==> src/rtl/lc3_ctrl_fsm_if.sv <==
// Control bundle between the LC-3 control FSM and the datapath/memory side.
// The master side is the control FSM; the slave side is the datapath that
// supplies status and consumes the load/gate/mux controls.
interface lc3_ctrl_fsm_if;
   // status into the controller
   logic        Run;
   logic        Continue;
   logic [15:0] IR;
   logic        BEN;
   logic        Mem_RDY;
   // load enables
   logic        LD_MAR;
   logic        LD_MDR;
   logic        LD_IR;
   logic        LD_LOGIC;
   logic        LD_CC;
   logic        LD_REG;
   logic        LD_PC;
   // bus gates
   logic        GatePC;
   logic        GateMDR;
   logic        GateALU;
   logic        GateMARMUX;
   // memory handshake
   logic        Mem_REQ;
   logic        Mem_WE;
   // mux selects
   logic        SR1MUX;
   logic        DRMUX;
   logic        ADDR1MUX;
   logic [1:0]  PCMUX;
   logic [1:0]  ADDR2MUX;
   logic [1:0]  ALUK;
   // debug view of the state register
   logic [4:0]  State;

   modport master (
      input  Run, Continue, IR, BEN, Mem_RDY,
      output LD_MAR, LD_MDR, LD_IR, LD_LOGIC, LD_CC, LD_REG, LD_PC,
             GatePC, GateMDR, GateALU, GateMARMUX, Mem_REQ, Mem_WE,
             SR1MUX, DRMUX, ADDR1MUX, PCMUX, ADDR2MUX, ALUK, State
   );

   modport slave (
      output Run, Continue, IR, BEN, Mem_RDY,
      input  LD_MAR, LD_MDR, LD_IR, LD_LOGIC, LD_CC, LD_REG, LD_PC,
             GatePC, GateMDR, GateALU, GateMARMUX, Mem_REQ, Mem_WE,
             SR1MUX, DRMUX, ADDR1MUX, PCMUX, ADDR2MUX, ALUK, State
   );
endinterface

==> src/rtl/lc3_ctrl_fsm.sv <==
// LC-3 subset control FSM: fetch/decode/execute for ADD/AND/NOT, BR, JMP,
// LDR, STR and a PAUSE trap. State encoding follows the declaration order
// below (HALTED = 0) and is exported on State for debug.
// All outputs decode the state register; the only input that reaches an
// output combinationally is Mem_RDY (LD_MDR in the read-wait states). The
// ALU operation of ALU-class instructions is captured at DECODE so that IR
// never feeds ALUK directly.
module lc3_ctrl_fsm (
   input  logic                 Clk,
   input  logic                 Reset_n,
   lc3_ctrl_fsm_if.master       bus
);

   typedef enum logic [4:0] {
      HALTED = 5'd0,
      F1     = 5'd1,
      F2     = 5'd2,
      F3     = 5'd3,
      DECODE = 5'd4,
      ALU    = 5'd5,
      BR     = 5'd6,
      BR_T   = 5'd7,
      JMP    = 5'd8,
      LDR1   = 5'd9,
      LDR2   = 5'd10,
      LDR3   = 5'd11,
      STR1   = 5'd12,
      STR2   = 5'd13,
      STR3   = 5'd14,
      PAUSE1 = 5'd15,
      PAUSE2 = 5'd16
   } state_t;

   state_t      state_q, state_d;
   logic [1:0]  aluk_q, aluk_d;
   logic [3:0]  opcode_s;

   assign opcode_s = bus.IR[15:12];

   // State and latched ALU operation registers; reset forces HALTED at once.
   always_ff @(posedge Clk or negedge Reset_n) begin
      if (!Reset_n) begin
         state_q <= HALTED;
         aluk_q  <= 2'b00;
      end else begin
         state_q <= state_d;
         aluk_q  <= aluk_d;
      end
   end

   // Next-state selection and ALU-operation capture at DECODE.
   always_comb begin
      state_d = state_q;
      aluk_d  = aluk_q;
      case (state_q)
         HALTED: begin
            if (bus.Run) state_d = F1;
            else         state_d = HALTED;
         end
         F1: state_d = F2;
         F2: begin
            if (bus.Mem_RDY) state_d = F3;
            else             state_d = F2;
         end
         F3: state_d = DECODE;
         DECODE: begin
            if (opcode_s == 4'b0101)      aluk_d = 2'b01;
            else if (opcode_s == 4'b1001) aluk_d = 2'b10;
            else                          aluk_d = 2'b00;
            case (opcode_s)
               4'b0001, 4'b0101, 4'b1001: state_d = ALU;
               4'b0000:                   state_d = BR;
               4'b1100:                   state_d = JMP;
               4'b0110:                   state_d = LDR1;
               4'b0111:                   state_d = STR1;
               4'b1101:                   state_d = PAUSE1;
               default:                   state_d = F1;
            endcase
         end
         ALU: state_d = F1;
         BR: begin
            if (bus.BEN) state_d = BR_T;
            else         state_d = F1;
         end
         BR_T: state_d = F1;
         JMP:  state_d = F1;
         LDR1: state_d = LDR2;
         LDR2: begin
            if (bus.Mem_RDY) state_d = LDR3;
            else             state_d = LDR2;
         end
         LDR3: state_d = F1;
         STR1: state_d = STR2;
         STR2: state_d = STR3;
         STR3: begin
            if (bus.Mem_RDY) state_d = F1;
            else             state_d = STR3;
         end
         PAUSE1: begin
            if (bus.Continue) state_d = PAUSE2;
            else              state_d = PAUSE1;
         end
         PAUSE2: begin
            if (bus.Continue) state_d = PAUSE2;
            else              state_d = F1;
         end
         // unused encodings park the machine safely
         default: state_d = HALTED;
      endcase
   end

   // Control decode of the current state; at most one bus gate per state.
   always_comb begin
      bus.LD_MAR     = 1'b0;
      bus.LD_MDR     = 1'b0;
      bus.LD_IR      = 1'b0;
      bus.LD_LOGIC   = 1'b0;
      bus.LD_CC      = 1'b0;
      bus.LD_REG     = 1'b0;
      bus.LD_PC      = 1'b0;
      bus.GatePC     = 1'b0;
      bus.GateMDR    = 1'b0;
      bus.GateALU    = 1'b0;
      bus.GateMARMUX = 1'b0;
      bus.Mem_REQ    = 1'b0;
      bus.Mem_WE     = 1'b0;
      bus.SR1MUX     = 1'b0;
      bus.DRMUX      = 1'b0;
      bus.ADDR1MUX   = 1'b0;
      bus.PCMUX      = 2'b00;
      bus.ADDR2MUX   = 2'b00;
      bus.ALUK       = 2'b00;
      bus.State      = state_q;
      case (state_q)
         F1: begin
            bus.GatePC = 1'b1;
            bus.LD_MAR = 1'b1;
            bus.LD_PC  = 1'b1;
            bus.PCMUX  = 2'b00;
         end
         F2, LDR2: begin
            bus.Mem_REQ = 1'b1;
            bus.LD_MDR  = bus.Mem_RDY;
         end
         F3: begin
            bus.GateMDR = 1'b1;
            bus.LD_IR   = 1'b1;
         end
         DECODE: bus.LD_LOGIC = 1'b1;
         ALU: begin
            bus.GateALU = 1'b1;
            bus.LD_REG  = 1'b1;
            bus.LD_CC   = 1'b1;
            bus.SR1MUX  = 1'b1;
            bus.ALUK    = aluk_q;
         end
         BR_T: begin
            bus.LD_PC    = 1'b1;
            bus.PCMUX    = 2'b10;
            bus.ADDR2MUX = 2'b10;
         end
         JMP: begin
            bus.LD_PC    = 1'b1;
            bus.PCMUX    = 2'b10;
            bus.ADDR1MUX = 1'b1;
            bus.SR1MUX   = 1'b1;
         end
         LDR1, STR1: begin
            bus.GateMARMUX = 1'b1;
            bus.LD_MAR     = 1'b1;
            bus.ADDR1MUX   = 1'b1;
            bus.ADDR2MUX   = 2'b01;
            bus.SR1MUX     = 1'b1;
         end
         LDR3: begin
            bus.GateMDR = 1'b1;
            bus.LD_REG  = 1'b1;
            bus.LD_CC   = 1'b1;
         end
         STR2: begin
            bus.GateALU = 1'b1;
            bus.ALUK    = 2'b11;
            bus.LD_MDR  = 1'b1;
         end
         STR3: begin
            bus.Mem_REQ = 1'b1;
            bus.Mem_WE  = 1'b1;
         end
         // HALTED, BR, PAUSE1, PAUSE2 and unused codes drive nothing
         default: bus.State = state_q;
      endcase
   end

endmodule

==> src/flat_wrapper.sv <==
// flat-port wrapper written by rule: the top's interface ports become plain ports
module lc3_ctrl_fsm_flat 
  (Clk, Reset_n, bus_Run, bus_Continue, bus_IR, bus_BEN, bus_Mem_RDY, bus_LD_MAR, bus_LD_MDR, bus_LD_IR, bus_LD_LOGIC, bus_LD_CC, bus_LD_REG, bus_LD_PC, bus_GatePC, bus_GateMDR, bus_GateALU, bus_GateMARMUX, bus_Mem_REQ, bus_Mem_WE, bus_SR1MUX, bus_DRMUX, bus_ADDR1MUX, bus_PCMUX, bus_ADDR2MUX, bus_ALUK, bus_State);
  lc3_ctrl_fsm_if bus_i ();
  input  logic Clk;
  input  logic Reset_n;
  input wire logic [$bits(bus_i.Run)-1:0] bus_Run;
  input wire logic [$bits(bus_i.Continue)-1:0] bus_Continue;
  input wire logic [$bits(bus_i.IR)-1:0] bus_IR;
  input wire logic [$bits(bus_i.BEN)-1:0] bus_BEN;
  input wire logic [$bits(bus_i.Mem_RDY)-1:0] bus_Mem_RDY;
  output wire logic [$bits(bus_i.LD_MAR)-1:0] bus_LD_MAR;
  output wire logic [$bits(bus_i.LD_MDR)-1:0] bus_LD_MDR;
  output wire logic [$bits(bus_i.LD_IR)-1:0] bus_LD_IR;
  output wire logic [$bits(bus_i.LD_LOGIC)-1:0] bus_LD_LOGIC;
  output wire logic [$bits(bus_i.LD_CC)-1:0] bus_LD_CC;
  output wire logic [$bits(bus_i.LD_REG)-1:0] bus_LD_REG;
  output wire logic [$bits(bus_i.LD_PC)-1:0] bus_LD_PC;
  output wire logic [$bits(bus_i.GatePC)-1:0] bus_GatePC;
  output wire logic [$bits(bus_i.GateMDR)-1:0] bus_GateMDR;
  output wire logic [$bits(bus_i.GateALU)-1:0] bus_GateALU;
  output wire logic [$bits(bus_i.GateMARMUX)-1:0] bus_GateMARMUX;
  output wire logic [$bits(bus_i.Mem_REQ)-1:0] bus_Mem_REQ;
  output wire logic [$bits(bus_i.Mem_WE)-1:0] bus_Mem_WE;
  output wire logic [$bits(bus_i.SR1MUX)-1:0] bus_SR1MUX;
  output wire logic [$bits(bus_i.DRMUX)-1:0] bus_DRMUX;
  output wire logic [$bits(bus_i.ADDR1MUX)-1:0] bus_ADDR1MUX;
  output wire logic [$bits(bus_i.PCMUX)-1:0] bus_PCMUX;
  output wire logic [$bits(bus_i.ADDR2MUX)-1:0] bus_ADDR2MUX;
  output wire logic [$bits(bus_i.ALUK)-1:0] bus_ALUK;
  output wire logic [$bits(bus_i.State)-1:0] bus_State;
  assign bus_i.Run = bus_Run;
  assign bus_i.Continue = bus_Continue;
  assign bus_i.IR = bus_IR;
  assign bus_i.BEN = bus_BEN;
  assign bus_i.Mem_RDY = bus_Mem_RDY;
  assign bus_LD_MAR = bus_i.LD_MAR;
  assign bus_LD_MDR = bus_i.LD_MDR;
  assign bus_LD_IR = bus_i.LD_IR;
  assign bus_LD_LOGIC = bus_i.LD_LOGIC;
  assign bus_LD_CC = bus_i.LD_CC;
  assign bus_LD_REG = bus_i.LD_REG;
  assign bus_LD_PC = bus_i.LD_PC;
  assign bus_GatePC = bus_i.GatePC;
  assign bus_GateMDR = bus_i.GateMDR;
  assign bus_GateALU = bus_i.GateALU;
  assign bus_GateMARMUX = bus_i.GateMARMUX;
  assign bus_Mem_REQ = bus_i.Mem_REQ;
  assign bus_Mem_WE = bus_i.Mem_WE;
  assign bus_SR1MUX = bus_i.SR1MUX;
  assign bus_DRMUX = bus_i.DRMUX;
  assign bus_ADDR1MUX = bus_i.ADDR1MUX;
  assign bus_PCMUX = bus_i.PCMUX;
  assign bus_ADDR2MUX = bus_i.ADDR2MUX;
  assign bus_ALUK = bus_i.ALUK;
  assign bus_State = bus_i.State;
  lc3_ctrl_fsm u_core (.Clk(Clk), .Reset_n(Reset_n), .bus(bus_i));
endmodule
==> config.mk <==
export PLATFORM = sky130hd
export DESIGN_NAME = lc3_ctrl_fsm_flat
export DESIGN_NICKNAME = d
export VERILOG_FILES = /design/src/rtl/lc3_ctrl_fsm_if.sv /design/src/rtl/lc3_ctrl_fsm.sv /design/src/flat_wrapper.sv
export SDC_FILE = /design/constraint.sdc
export NUM_CORES = 1
export LEC_CHECK = 0
export CAP_MARGIN = 0
export CORE_ASPECT_RATIO = 0.6
export CORE_UTILIZATION = 38
export CTS_CLUSTER_DIAMETER = 150
export DETAILED_ROUTE_END_ITERATION = 10
export PLACE_DENSITY = 0.89
export SYNTH_ARGS = -nofsm -noshare
export SYNTH_HDL_FRONTEND = slang
export SYNTH_SLANG_ARGS = --single-unit
export TNS_END_PERCENT = 5
==> constraint.sdc <==
create_clock -name Clk -period 1.8 [get_ports Clk]
set_input_delay 0.27 -clock Clk [delete_from_list [all_inputs] [get_ports Clk]]
set_output_delay 0.27 -clock Clk [all_outputs]
set_load 0.02 [all_outputs]
# Word level (Yosys, flattened, before mapping)

Memories as Yosys holds them, arrays and structs flattened.
Cells that the tools add are included.
W data, S select, Z words.

Eq/ne operators: 18
Multiplexer cells: 27
Reductions and logical operators: 13

Operators with widths:

| operator             | count |
|---|---|
| $pmux W5 S14         | 1 |
| $eq A5 B4 Y1 const B | 8 |
| $eq A5 B3 Y1 const B | 4 |
| $mux W1              | 16 |
| $reduce_or A2 Y1     | 6 |
| $reduce_or A3 Y1     | 4 |
| $eq A5 B2 Y1 const B | 2 |
| $mux W5              | 2 |
| $pmux W2 S2          | 2 |
| $reduce_or A4 Y1     | 2 |
| $mux W2              | 3 |
| $eq A5 B1 Y1 const B | 1 |
| $eq A5 B5 Y1 const B | 1 |
| $logic_not A5 Y1     | 1 |
| $eq A4 B3 Y1 const B | 1 |
| $eq A4 B4 Y1 const B | 1 |
| $mux W4              | 1 |
| $mux W3              | 1 |
| $pmux W1 S2          | 1 |

Register bits: 7
Bits in read-only memories: 64
Input port bits: 22
Output and inout port bits: 27
Memories: 1

Memory list:

| memory           | words | bits a word | read ports | clocked after memory_dff | wr ports | line               | text |
|---|---|---|---|---|---|---|---|
| (name not given) | 16    | 4           | 1          | 0                        | 0        | lc3_ctrl_fsm.sv:70 | `case (opcode_s)` |

# Longest topological paths before layout

Depth after elaboration: 3
Mapped depth: 6
Mapped depth without buffers: 5

# Least setup slack after synthesis

Ideal clock, no wire load.

Path kind: register to output
Start point: reg u_core.state_q[0], in the netlist u_core.bus.State[0]
End point: out bus_LD_IR
Data arrival time: 1628 ps
Path slack: -98 ps
Stages on the path, launching flop included: 5
Path buffers: 2
Path through: dfrtp_1 -> buf_2 -> clkbuf_1 -> nand2_1 -> nor4_1

Longest elaborated chain between the ends: 2

Ends and longest elaborated chain:

| item                     | line                | text |
|---|---|---|
| start: declaration       | lc3_ctrl_fsm.sv:34  | `state_t state_q, state_d;` |
| start signal: assignment | lc3_ctrl_fsm.sv:46  | `state_q <= state_d;` |
| $eq A5 B2 Y1             | lc3_ctrl_fsm.sv:134 | `case (state_q)` |
| $mux W1                  | lc3_ctrl_fsm.sv:134 |  |
| end: declaration         | flat_wrapper.sv:14  | `output wire logic [$bits(bus_i.LD_IR)-1:0] bus_LD_IR;` |

Every way passes these cells.

# Final worst setup path

Start point: reg u_core.state_q[1], in the netlist u_core.bus.State[1]
End point: out bus_LD_MDR

Longest elaborated chain between the ends: 3
Elaborated cells on any way between the ends: 5

Ends and longest elaborated chain:

| item                                         | line                | text |
|---|---|---|
| $eq A5 B2 Y1 or $eq A5 B4 Y1 (tied branches) | lc3_ctrl_fsm.sv:134 |  |
| $reduce_or A2 Y1                             | -                   |  |
| $pmux W1 S2 (*)                              | lc3_ctrl_fsm.sv:134 |  |
| end: declaration                             | flat_wrapper.sv:13  | `output wire logic [$bits(bus_i.LD_MDR)-1:0] bus_LD_MDR;` |

Mark *: on every way between the ends. The rest lies on a longest branch, timed or not.

==> results.sh <==
export IMPL_htreeDepth=1
export IMPL_hp_class="input pin to asynchronous set/reset pin"
export IMPL_dieArea_mm2=0.00253
export IMPL_fmax_ghz=0.545
export IMPL_grt_max_degree=13
export IMPL_netlist_instances=118
export IMPL_numPortBuffers=34
export IMPL_ant_nets=0
export IMPL_coreArea_mm2=0.00218
export IMPL_viasPerCell=5.57
export IMPL_top_layer_used="met4"
export IMPL_layout_common_cells="buf_4 (31), clkdlybuf4s50_1 (12), nand2_1 (9)"
export IMPL_grt_setup_unrepaired="true"
export IMPL_setup_viol=1
export IMPL_ys_ff_latch=7
export IMPL_muxShareOfSynthArea_pct=0
export IMPL_synth_compound_area_share_pct=25.2
export IMPL_cts_root_buf="clkbuf_8"
export IMPL_insertion_delay_ns=0.22
export IMPL_final_cells=203
export IMPL_area_delta_synth_final_pct=60.1
export IMPL_yosys_warnings=0
export IMPL_vias=1130
export IMPL_wl_met3_um=210
export IMPL_whs_ns=0.308
export IMPL_rows=13
export IMPL_hold_viol=0
export IMPL_critPathRequiredTime_ns=1.53
export IMPL_gp_congestion=0.906
export IMPL_antenna_found_initial=0
export IMPL_first_global_vias=967
export IMPL_clk_pin_slew_ns=0.04
export IMPL_drt_met1_wl_um=1270
export IMPL_yosysSeqAreaShare_pct=19.8
export IMPL_synth_adder_area_share_pct=0
export IMPL_cts_sinks=7
export IMPL_wl_um=2980
export IMPL_finalWorstSetupSlack_ns=-0.0341
export IMPL_max_cap_violations=0
export IMPL_syn_avg_cell_area_um2=7.50
export IMPL_fp_dieH_um=39.4
export IMPL_overflow=0
export IMPL_final_net_count=196
export IMPL_final_setup_skew_ns=0.00151
export IMPL_synthSimpleGateAreaFrac_pct=37.3
export IMPL_synthXorXnorAreaFrac_pct=3.96
export IMPL_end_kind="output port"
export IMPL_hpwl_um=2300
export IMPL_start_kind="flop"
export IMPL_drcViolationCount=0
export IMPL_ys_types=47
export IMPL_final_common_cell="buf_4"
export IMPL_final_util_pct=65.0
export IMPL_worstPathArrival_ns=1.56
export IMPL_p_per_area_mw_per_mm2=1540
export IMPL_cts_buffers=3
export IMPL_initial_core_util_pct=40.6
export IMPL_grt_first_pass_wirelength_um=4520
export IMPL_synth_top_family_by_area="simple AND/OR/NAND/NOR gates"
export IMPL_drive_above_1_share_pct=38.2
export IMPL_antenna_cells=0
export IMPL_die_w_um=64.3
export IMPL_clock_path_buffers=2
export IMPL_place_inst=197
export IMPL_grt_total_usage_pct=24.1
export IMPL_maxSlewViolCount=0
export IMPL_total_power_uw=2180
export IMPL_violations="negative setup slack"
export IMPL_dr_pass1_iters=4
export IMPL_p_leak_uw=0.000645
export IMPL_peakVddDrop_mv=0.884
export IMPL_min_period_over_period_pct=102
export IMPL_drt_iter0_markers=72
export IMPL_wl_met2_um=1440
export IMPL_syn_cell_area_um2=885
export IMPL_path_class="flop to output port"
export IMPL_cts_tree="done"
export IMPL_cp_max_fo=7
export IMPL_fin_crit_ns=1.83
export IMPL_outcome="finished, violations left"
export IMPL_post_drt_wl_per_cell_um=14.7
export IMPL_io_pins=49
## cells in the mapped netlist (all sizes together)
| master | number | area share (%) |
|---|---|---|
| a2111oi | 1 | 1.1 |
| a211o | 2 | 2.0 |
| a211oi | 1 | 0.85 |
| a21oi | 7 | 4.8 |
| a2bb2oi | 1 | 1.7 |
| a31oi | 1 | 0.71 |
| and2 | 2 | 1.4 |
| and2b | 1 | 0.85 |
| and3 | 2 | 1.4 |
| buf | 14 | 11 |
| clkbuf | 1 | 0.42 |
| conb | 1 | 0.42 |
| dfrtp | 7 | 20 |
| inv | 4 | 1.7 |
| nand2 | 10 | 4.5 |
| nand2b | 7 | 5.0 |
| nand3 | 5 | 3.4 |
| nand3b | 4 | 3.4 |
| nand4 | 1 | 0.71 |
| nand4b | 1 | 0.99 |
| nor2 | 9 | 4.1 |
| nor2b | 2 | 1.4 |
| nor3 | 8 | 5.1 |
| nor3b | 1 | 0.85 |
| nor4 | 2 | 2.1 |
| o2111ai | 1 | 0.99 |
| o211ai | 2 | 1.7 |
| o21a | 3 | 2.5 |
| o21ai | 6 | 3.8 |
| o221ai | 1 | 0.99 |
| o31a | 1 | 0.99 |
| o31ai | 1 | 0.85 |
| o32a | 1 | 1.1 |
| o32ai | 1 | 0.99 |
| or2b | 1 | 0.85 |
| or3 | 1 | 1.3 |
| xnor2 | 1 | 0.99 |
| xor2 | 3 | 3.0 |
## path summary, 6_finish.rpt
kind | start | end | slack (ns) | cells past startpoint
worst max-delay path | u_core.bus.State[1]$_DFF_PN0_ | bus_LD_MDR | -0.03 | 5
worst min-delay path | Reset_n | u_core.aluk_q[1]$_DFFE_PN0P_ | 0.31 | 1
max in group asynchronous | Reset_n | u_core.bus.State[1]$_DFF_PN0_ | 1.23 | 1
worst max register to register | u_core.bus.State[1]$_DFF_PN0_ | u_core.bus.State[0]$_DFF_PN0_ | 0.08 | 6
worst min register to register | u_core.aluk_q[1]$_DFFE_PN0P_ | u_core.aluk_q[1]$_DFFE_PN0P_ | 0.49 | 2
min in group Clk | u_core.aluk_q[1]$_DFFE_PN0P_ | u_core.aluk_q[1]$_DFFE_PN0P_ | 0.49 | 2
## report_power, final
group	internal, µW	leakage (µW)	total, µW	switching (µW)
Clock	153	0.0000228	216	63.1
Combinational	778	0.000534	1680	901
Sequential	216	0.0000888	289	72.7
Total	1150	0.000645	2180	1040
## critical path, stage by stage (launching register included)
cell	delay, ns
dfrtp_2	0.44
buf_4	0.19
nand2_2	0.07
o32a_1	0.30
nor2_1	0.09
clkdlybuf4s15_2	0.26
## flip-flops by register name, indices dropped and copies added, names as in the netlist
register,flops
u_core.aluk_q,2
u_core.bus.State,5
## metrics by stage
step           TNS, ns  cell area, µm²  worst slack [ns]
6_report       -0.0341            1420           -0.0341
5_1_grt         -0.144            1420           -0.0733
4_1_cts         -0.228            1420            -0.115
3_5_place_dp     -3.94            1400            -0.330
3_3_place_gp     -2.43            1400            -0.274
2_1_floorplan  -0.0705             895           -0.0352
## per-layer routing
layer  GRT usage (%)  vias to the layer above
met3            2.03                       10
met4            6.67                        0
li1                -                      527
met5               0                        -
met1            29.9                      527
met2            46.1                       66
## kinds of logic after synthesis
logic type | Yosys count
flops | 7
simple gates | 57
buf+inv | 19
xor+xnor | 4
other cells | 1
compound gates | 30
## layout make-up
type	instances	area, µm²
flip-flops and latches	7	178
well taps	30	37.5
inverters	4	15.0
repair buffers	65	529
fillers	195	763
clock buffers	4	45.0
multi-input cells	93	612
## timing repair
item	CTS	global route
endpoints found under the setup margin	23	16
pin swaps	0	0
hold buffers	0	0
gates resized for setup	60	18
buffers inserted	0	2
Power figures use the tool's default switching activity.
